## src/rtl/pipeline_hazard_ctrl.sv

```systemverilog
// Stall/flush controller for the 5-stage pipeline: load-use bubbles, MEM-stage redirects,
// multi-cycle data-memory waits with a timeout watchdog. Optional counters: PIPE_CTRL_PERF_EN.
module pipeline_hazard_ctrl #(
    parameter int MAX_WAIT = 64,
    parameter int WAIT_W   = 8,
    parameter int CNT_W    = 32
) (
    input  logic             clk,
    input  logic             arst,
    input  logic [4:0]       id_rs1,
    input  logic [4:0]       id_rs2,
    input  logic             id_uses_rs1,
    input  logic             id_uses_rs2,
    input  logic [4:0]       ex_rd,
    input  logic             ex_memread,
    input  logic             mem_redirect,
    input  logic             dmem_req,
    input  logic             dmem_ack,
    input  logic             perf_clr,
    output logic             pc_en,
    output logic             if_id_en,
    output logic             id_ex_en,
    output logic             ex_mem_en,
    output logic             mem_wb_en,
    output logic             if_id_flush,
    output logic             id_ex_flush,
    output logic             ex_mem_flush,
    output logic [1:0]       state,
    output logic             dmem_timeout,
    output logic [CNT_W-1:0] perf_stall_cnt,
    output logic [CNT_W-1:0] perf_flush_cnt
);

    typedef enum logic [1:0] {
        ST_RUN  = 2'b00,
        ST_WAIT = 2'b01,
        ST_ERR  = 2'b10
    } state_t;

    state_t            state_q;
    logic [WAIT_W-1:0] wait_cnt;
    logic              timeout_q;
    logic              lu;
    logic              miss;
    logic              advance;

    assign lu = ex_memread && (ex_rd != 5'd0) &&
                ((id_uses_rs1 && (id_rs1 == ex_rd)) || (id_uses_rs2 && (id_rs2 == ex_rd)));
    assign miss = dmem_req && !dmem_ack;

    // The pipeline may move only when no data-memory access is outstanding.
    assign advance = !arst &&
                     (((state_q == ST_RUN) && !miss) || ((state_q == ST_WAIT) && dmem_ack));

    always_comb begin
        pc_en        = 1'b0;
        if_id_en     = 1'b0;
        id_ex_en     = 1'b0;
        ex_mem_en    = 1'b0;
        mem_wb_en    = 1'b0;
        if_id_flush  = 1'b0;
        id_ex_flush  = 1'b0;
        ex_mem_flush = 1'b0;
        if (advance) begin
            id_ex_en  = 1'b1;
            ex_mem_en = 1'b1;
            mem_wb_en = 1'b1;
            if (mem_redirect) begin
                pc_en        = 1'b1;
                if_id_en     = 1'b1;
                if_id_flush  = 1'b1;
                id_ex_flush  = 1'b1;
                ex_mem_flush = 1'b1;
            end else if (lu) begin
                id_ex_flush = 1'b1;
            end else begin
                pc_en    = 1'b1;
                if_id_en = 1'b1;
            end
        end
    end

    always_ff @(posedge clk or posedge arst) begin
        if (arst) begin
            state_q   <= ST_RUN;
            wait_cnt  <= '0;
            timeout_q <= 1'b0;
        end else begin
            case (state_q)
                ST_RUN: begin
                    if (miss) begin
                        state_q  <= ST_WAIT;
                        wait_cnt <= WAIT_W'(1);
                    end
                end
                ST_WAIT: begin
                    if (dmem_ack) begin
                        state_q  <= ST_RUN;
                        wait_cnt <= '0;
                    end else if (wait_cnt == WAIT_W'(MAX_WAIT)) begin
                        state_q   <= ST_ERR;
                        timeout_q <= 1'b1;
                    end else begin
                        wait_cnt <= wait_cnt + WAIT_W'(1);
                    end
                end
                ST_ERR: begin
                    state_q <= ST_ERR;
                end
                default: begin
                    state_q  <= ST_RUN;
                    wait_cnt <= '0;
                end
            endcase
        end
    end

    assign state        = state_q;
    assign dmem_timeout = timeout_q;

`ifdef PIPE_CTRL_PERF_EN
    logic [CNT_W-1:0] stall_q;
    logic [CNT_W-1:0] flush_q;

    // Saturating counters; clear wins over a same-cycle increment.
    always_ff @(posedge clk or posedge arst) begin
        if (arst) begin
            stall_q <= '0;
            flush_q <= '0;
        end else if (perf_clr) begin
            stall_q <= '0;
            flush_q <= '0;
        end else begin
            if (!pc_en && (state_q != ST_ERR) && (stall_q != {CNT_W{1'b1}}))
                stall_q <= stall_q + CNT_W'(1);
            if (ex_mem_flush && (flush_q != {CNT_W{1'b1}}))
                flush_q <= flush_q + CNT_W'(1);
        end
    end

    assign perf_stall_cnt = stall_q;
    assign perf_flush_cnt = flush_q;
`else
    logic unused_perf_clr;
    assign unused_perf_clr = perf_clr;
    assign perf_stall_cnt  = '0;
    assign perf_flush_cnt  = '0;
`endif

endmodule

```

## config.mk

```make
export PLATFORM = sky130hd
export DESIGN_NAME = pipeline_hazard_ctrl
export DESIGN_NICKNAME = d
export VERILOG_FILES = /design/src/rtl/pipeline_hazard_ctrl.sv
export SDC_FILE = /design/constraint.sdc
export NUM_CORES = 1
export LEC_CHECK = 0
export CORE_ASPECT_RATIO = 0.6
export CORE_MARGIN = 5
export CORE_UTILIZATION = 36
export CTS_CLUSTER_DIAMETER = 150
export DETAILED_ROUTE_END_ITERATION = 6
export GPL_ROUTABILITY_DRIVEN = 0
export PLACE_DENSITY = 0.86
export SLEW_MARGIN = 20
export SYNTH_ARGS = -nofsm -noshare
export SYNTH_HDL_FRONTEND = slang
export SYNTH_SLANG_ARGS = --single-unit
```

## constraint.sdc

```tcl
create_clock -name clk -period 2.6 [get_ports clk]
set_input_delay 0.39 -clock clk [delete_from_list [all_inputs] [get_ports clk]]
set_output_delay 0.39 -clock clk [all_outputs]
set_load 0.01 [all_outputs]
```

==> results.toml, run 1 <==
[critical_path]
reg2reg_depth = 6
r2r_end = "wait_cnt[1]"
path_class = "primary input to output port"
rrSetupSlack_ns = 0.86
critPathArrivalTime_ns = 2.11
cp_num_buf_inv = 2
setup.worst_path.start_class = "primary input"
worst_setup_path_end_kind = "output port"
critical-path-top-delay-family = "buffers and inverters"
critical_path.max_fanout = 3
max_stage_delay_ns = 0.46
crit_path_cell_trace = "clkdlybuf4s50_1 > xor2_1 > nor4_1 > a32oi_1 > o31a_1 > dlygate4sd2_1"
crit_path_top_delay_cell = "clkdlybuf4s50_1"
worstPathRequired_ns = 2.21
r2r_start = "wait_cnt[0]"

[route]
antenna_left = 0
first_pass_iters = 4
route.detailed.wl_per_inst_um = 12.1
vias = 936
drt_iter0_markers = 47
drc_errors = 0
viasPerCell = 3.97
wl_mm = 2.84

[timing]
fin_crit_ns = 2.50
slew_headroom = 0.571
tns_ns = 0
rsz0062_at_grt = "no"
slew_viol_final = 0
skew_ns = 0.00512
worst_pin_slew_ns = 0.637
period_share = 0.960
hold_violations = 0
timing.fmax_mhz = 400
setup_violations = 0

[layout]
nNetsFinal = 218
antennaDiodeCount = 0
utilization = 0.439
syn_to_final_growth_pct = 14.5
num-fill-cells = 326
fin_area_sq_mm = 0.00147
drive_gt1_frac = 0.0524

[synthesis]
ys_types = 33
synth_ff_type = "dfrtp_1"
synth_edf_count = 0
ys_top_cells_by_count = "68 x buf_4, 11 x dfrtp_1, 11 x xor2_1"
synth_most_common_cell = "buf_4"
yosysWarnings = 0
syn-mean-instance-area_sq_um = 8.27
async_flop_share = 1.00
syn_inst = 155
syn-cell-area_sq_mm = 0.00128
synth_top_area_share = 0.398
yosysTopAreaCell = "buf_4"
synth_seq_cells = 11
synth_area_leaders = "buf_4 40%, dfrtp_1 21%, xor2_1 7.5%"
yosysSeqAreaShare = 0.215

[cts]
h-tree-depth = 1
cts_setup_buffers = 0
clock_path_buffers = 2
clkLatencyLatePin_ns = 0.24
root_buffer = "clkbuf_8"
clk_pin_slew_worst_paths_ns = 0.05
numCtsBuffers = 3
cts_tree = "built"
cts_sinks = 11

[min_path]
hold_path_class = "primary input to asynchronous set/reset pin"

[floorplanning]
io_pins = 99
core_sq_mm = 0.00334
start_util = 0.384
die_w_um = 87.1
fp-row-count = 16
die_y_um = 56.2
die-area_sq_mm = 0.00490

[power_and_ir_drop]
switching_share = 0.334
leakage_nw = 0.724
p_sw_w = 0.000182
power.total_w = 0.000544
pwr-share-clk = 0.321
power_frac_comb = 0.327
p_per_area_mw_per_mm2 = 370
power.internal_w = 0.000362
sequentialPowerShare = 0.353
peakVddDrop_mv = 0.196

[placed_design]
portBuffers = 33
hpwl_mm = 2.46
dpl-instance-area_sq_mm = 0.00143

[run]
cap_violations = 0

[global_route]
antenna_found_initial = 0
track_usage = 0.111
grt_pass1_wl_mm = 4.28
grt_max_degree = 13
overflow = 0
first_global_vias = 878

[status]
status = "completed"
## through the flow
| step | hold WS [ns] | instances | worst slack, ns |
|---|---|---|---|
| 2_1_floorplan | 0.242 | 218 | 0.775 |
| 3_3_place_gp | 0.487 | 232 | -0.198 |
| 3_5_place_dp | 0.481 | 232 | -0.180 |
| 4_1_cts | 0.497 | 236 | 0.0874 |
| 5_1_grt | 0.519 | 236 | 0.0121 |
| 6_report | 0.486 | 236 | 0.103 |
## power by group through the flow
stage / logic, W / clock network [W] / registers [W]
after CTS: 0.000175 / 0.000180 / 0.000191
after detailed placement: 0.000176 / 0 / 0.000194
after global placement: 0.000173 / 0 / 0.000193
after floorplan: 0.000176 / 0 / 0.000192
final: 0.000178 / 0.000174 / 0.000192
after global routing: 0.000194 / 0.000186 / 0.000193
## cell usage in the layout (no fill, tap or decap), types with 2 or more instances in the layout
master           synthesis  final
xnor2_1                  2      2
o21ai_0                  6      5
clkbuf_8                 0      3
mux2i_1                  2      2
o2111ai_1                2      2
dfrtp_1                 11     11
clkdlybuf4s50_1          0     30
a21oi_1                  3      3
buf_4                   68      5
xor2_1                  11     11
or3_1                    2      2
dlygate4sd2_1            0      3
ha_1                     2      2
conb_1                   1     64
inv_1                    7      7
nor2_1                   8      8
nor4_1                   3      3
nand2_1                  9      9
## timing repair
item / CTS / global route
hold buffers: 0 / 0
endpoints found under the setup margin: 3 / 0
resized for setup: 4 / 0
## state kept, by name, indices dropped and copies added, names as in the netlist
signal and count:
wait_cnt 8, state 2, dmem_timeout 1
## layer usage
layer,part of all wire,track usage
met5,0,0
met3,0.078,0.0281
met1,0.38,0.131
met2,0.54,0.199
met4,0.0035,0.0267
## kinds of logic after synthesis
group	synth area share
compound gates	0.111
flops	0.215
fa+ha+maj	0.0195
xor+xnor	0.0888
other cells	0.00292
simple gates	0.125
mux	0.0156
buf+inv	0.422
## worst register-to-register path: stages, from the launching register on
cell and delay, ns:
dfrtp_1 0.43, inv_1 0.12, ha_1 0.15, nor4bb_1 0.35, nand2_1 0.24, mux2i_1 0.21, o32ai_1 0.11
## cell type report
class                   instances  area [sq um]  area share
multi-input cells             131           702       0.478
inverters                       7          26.3      0.0179
flip-flops and latches         11           275       0.187
repair buffers                 38           364       0.248
well taps                      45          56.3      0.0383
clock buffers                   4          45.0      0.0307
## worst max path at each step
stage                     startpoint          end  depth (start not counted)
after floorplan             ex_rd[1]        pc_en                          4
after global placement      ex_rd[3]  id_ex_flush                          6
after detailed placement    ex_rd[2]  id_ex_flush                          6
after CTS                   ex_rd[3]     if_id_en                          6
after global routing        ex_rd[1]     if_id_en                          6
final                       ex_rd[3]     if_id_en                          6
Note: power is estimated with default switching activity, not from simulation.
==> run 2, diff against run 1 <==
--- a/config.mk
+++ b/config.mk
@@ -6,7 +6,7 @@
 export NUM_CORES = 1
 export LEC_CHECK = 0
 export CORE_ASPECT_RATIO = 0.6
-export CORE_MARGIN = 5
+export CORE_MARGIN = 2
 export CORE_UTILIZATION = 36
 export CTS_CLUSTER_DIAMETER = 150
 export DETAILED_ROUTE_END_ITERATION = 6
==> run 2 against run 1 <==
Net effect: flip-flop and latch count stayed put; setup slack better by 0.028 ns; core utilization is 0.42 points higher; clock-buffer cell count stayed put; critical path type unchanged; sequential power hardly changed; global-route usage is 0.71 points higher.
==> results.toml, run 2 (synthesis gave the netlist of run 1 again) <==
[layout]
nNetsFinal = 218
syn_to_final_growth_pct = 14.9
num-fill-cells = 333
largest_reg_flops = 8
drive_gt1_frac = 0.0628
fin_area_sq_mm = 0.00147
antennaDiodeCount = 0
final_cell_mix = "64 x conb_1, 29 x clkdlybuf4s50_1, 11 x xor2_1, 11 x dfrtp_1, 9 x nand2_1"
final_common_cell = "conb_1"
regMostFlops = "wait_cnt"

[floorplanning]
die-area_sq_mm = 0.00407
die_y_um = 50.2
fp-row-count = 16
core_sq_mm = 0.00332
die_w_um = 81.1
io_pins = 99
start_util = 0.386

[critical_path]
critical_path.max_fanout = 3
path_class = "primary input to output port"
critical-path-top-delay-family = "buffers and inverters"
cp_num_buf_inv = 2
critPathArrivalTime_ns = 2.08
crit_path_top_delay_cell = "clkdlybuf4s50_1"
worst_setup_path_end_kind = "output port"
worstPathRequired_ns = 2.21
rrSetupSlack_ns = 0.87
max_stage_delay_ns = 0.49
crit_path_cell_trace = "clkdlybuf4s50_1 > xor2_1 > nor4_2 > a32oi_1 > o31a_1 > dlygate4sd2_1"
r2r_start = "wait_cnt[0]"
setup.worst_path.start_class = "primary input"
reg2reg_depth = 6
r2r_end = "wait_cnt[1]"

[route]
route.detailed.wl_per_inst_um = 10.4
viasPerCell = 3.94
drt_iter0_markers = 43
vias = 931
first_pass_iters = 4
drc_errors = 0
wl_mm = 2.46
antenna_left = 0

[global_route]
grt_pass1_wl_mm = 3.67
overflow = 0
grt_max_degree = 13
antenna_found_initial = 0
track_usage = 0.118
first_global_vias = 775

[timing]
setup_violations = 0
period_share = 0.950
rsz0062_at_grt = "no"
finalWorstSetupSlack_ns = 0.131
slew_headroom = 0.624
worst_pin_slew_ns = 0.558
hold_violations = 0
tns_ns = 0
skew_ns = 0.000570
slew_viol_final = 0
timing.fmax_mhz = 405
fin_crit_ns = 2.47

[power_and_ir_drop]
leakage_nw = 0.730
peakVddDrop_mv = 0.264
power.total_w = 0.000539
p_per_area_mw_per_mm2 = 366

[placed_design]
preCtsSetupSlack_ns = -0.230
hpwl_mm = 2.10
portBuffers = 33
dpl-instance-area_sq_mm = 0.00142

[min_path]
hold_end = "dmem_timeout"
holdCritStartpoint = "dmem_timeout"
holdPathStages = 1
hold_path_class = "register to register"

[cts]
cts_sinks = 11
h-tree-depth = 1
clock_path_buffers = 2
clkLatencyLatePin_ns = 0.24
numCtsBuffers = 3
root_buffer = "clkbuf_8"
clk_pin_slew_worst_paths_ns = 0.05
holdBufCountCts = 0
cts_tree = "built"

[status]
status = "completed"

[run]
cap_violations = 0
## run 2: how the worst max path moves through the flow
stage | cells after the start | endpoint | start | slack [ns]
floorplan | 4 | pc_en | ex_rd[1] | 0.77
global placement | 6 | id_ex_flush | ex_rd[3] | -0.12
detailed placement | 6 | id_ex_flush | ex_rd[2] | -0.23
CTS | 7 | id_ex_flush | ex_rd[3] | 0.01
global route | 6 | if_id_en | ex_rd[1] | 0.007
finish | 6 | if_id_en | ex_rd[4] | 0.13
## run 2: what timing repair did
| item | CTS | global route |
|---|---|---|
| setup buffers | 1 | 0 |
| endpoints found under the hold margin | 0 | 0 |
| pin swaps | 2 | 2 |
| gates resized for setup | 5 | 4 |
| endpoints found under the setup margin | 3 | 3 |
## run 2: layer usage
layer,track usage,vias up,part of all wire
met5,0,-,0
met4,0.0254,0,0
met3,0.0378,0,0.087
met2,0.185,51,0.51
met1,0.160,425,0.40
li1,-,455,-
## run 2: area by class of cell
class / count / area, sq um / share of cell area
multi-input combinational: 131 / 708 / 0.480
timing repair buffer: 38 / 363 / 0.246
sequential: 11 / 275 / 0.187
tap: 45 / 56.3 / 0.0382
clock buffer: 4 / 45.0 / 0.0306
inverter: 7 / 26.3 / 0.0178
## run 2: through the flow
stage / util / instances / hold slack [ns]
6_report: 0.444 / 236 / 0.485
3_5_place_dp: 0.427 / 231 / 0.468
4_1_cts: 0.444 / 236 / 0.494
3_3_place_gp: 0.427 / 231 / 0.473
5_1_grt: 0.444 / 236 / 0.505
2_1_floorplan: - / 218 / 0.242
## run 2: where the power goes
group	leakage, nW	internal [W]	switching (W)
logic	0.558	0.0000741	0.000101
registers	0.149	0.000179	0.0000124
clock network	0.0228	0.000108	0.0000652
total	0.730	0.000361	0.000178
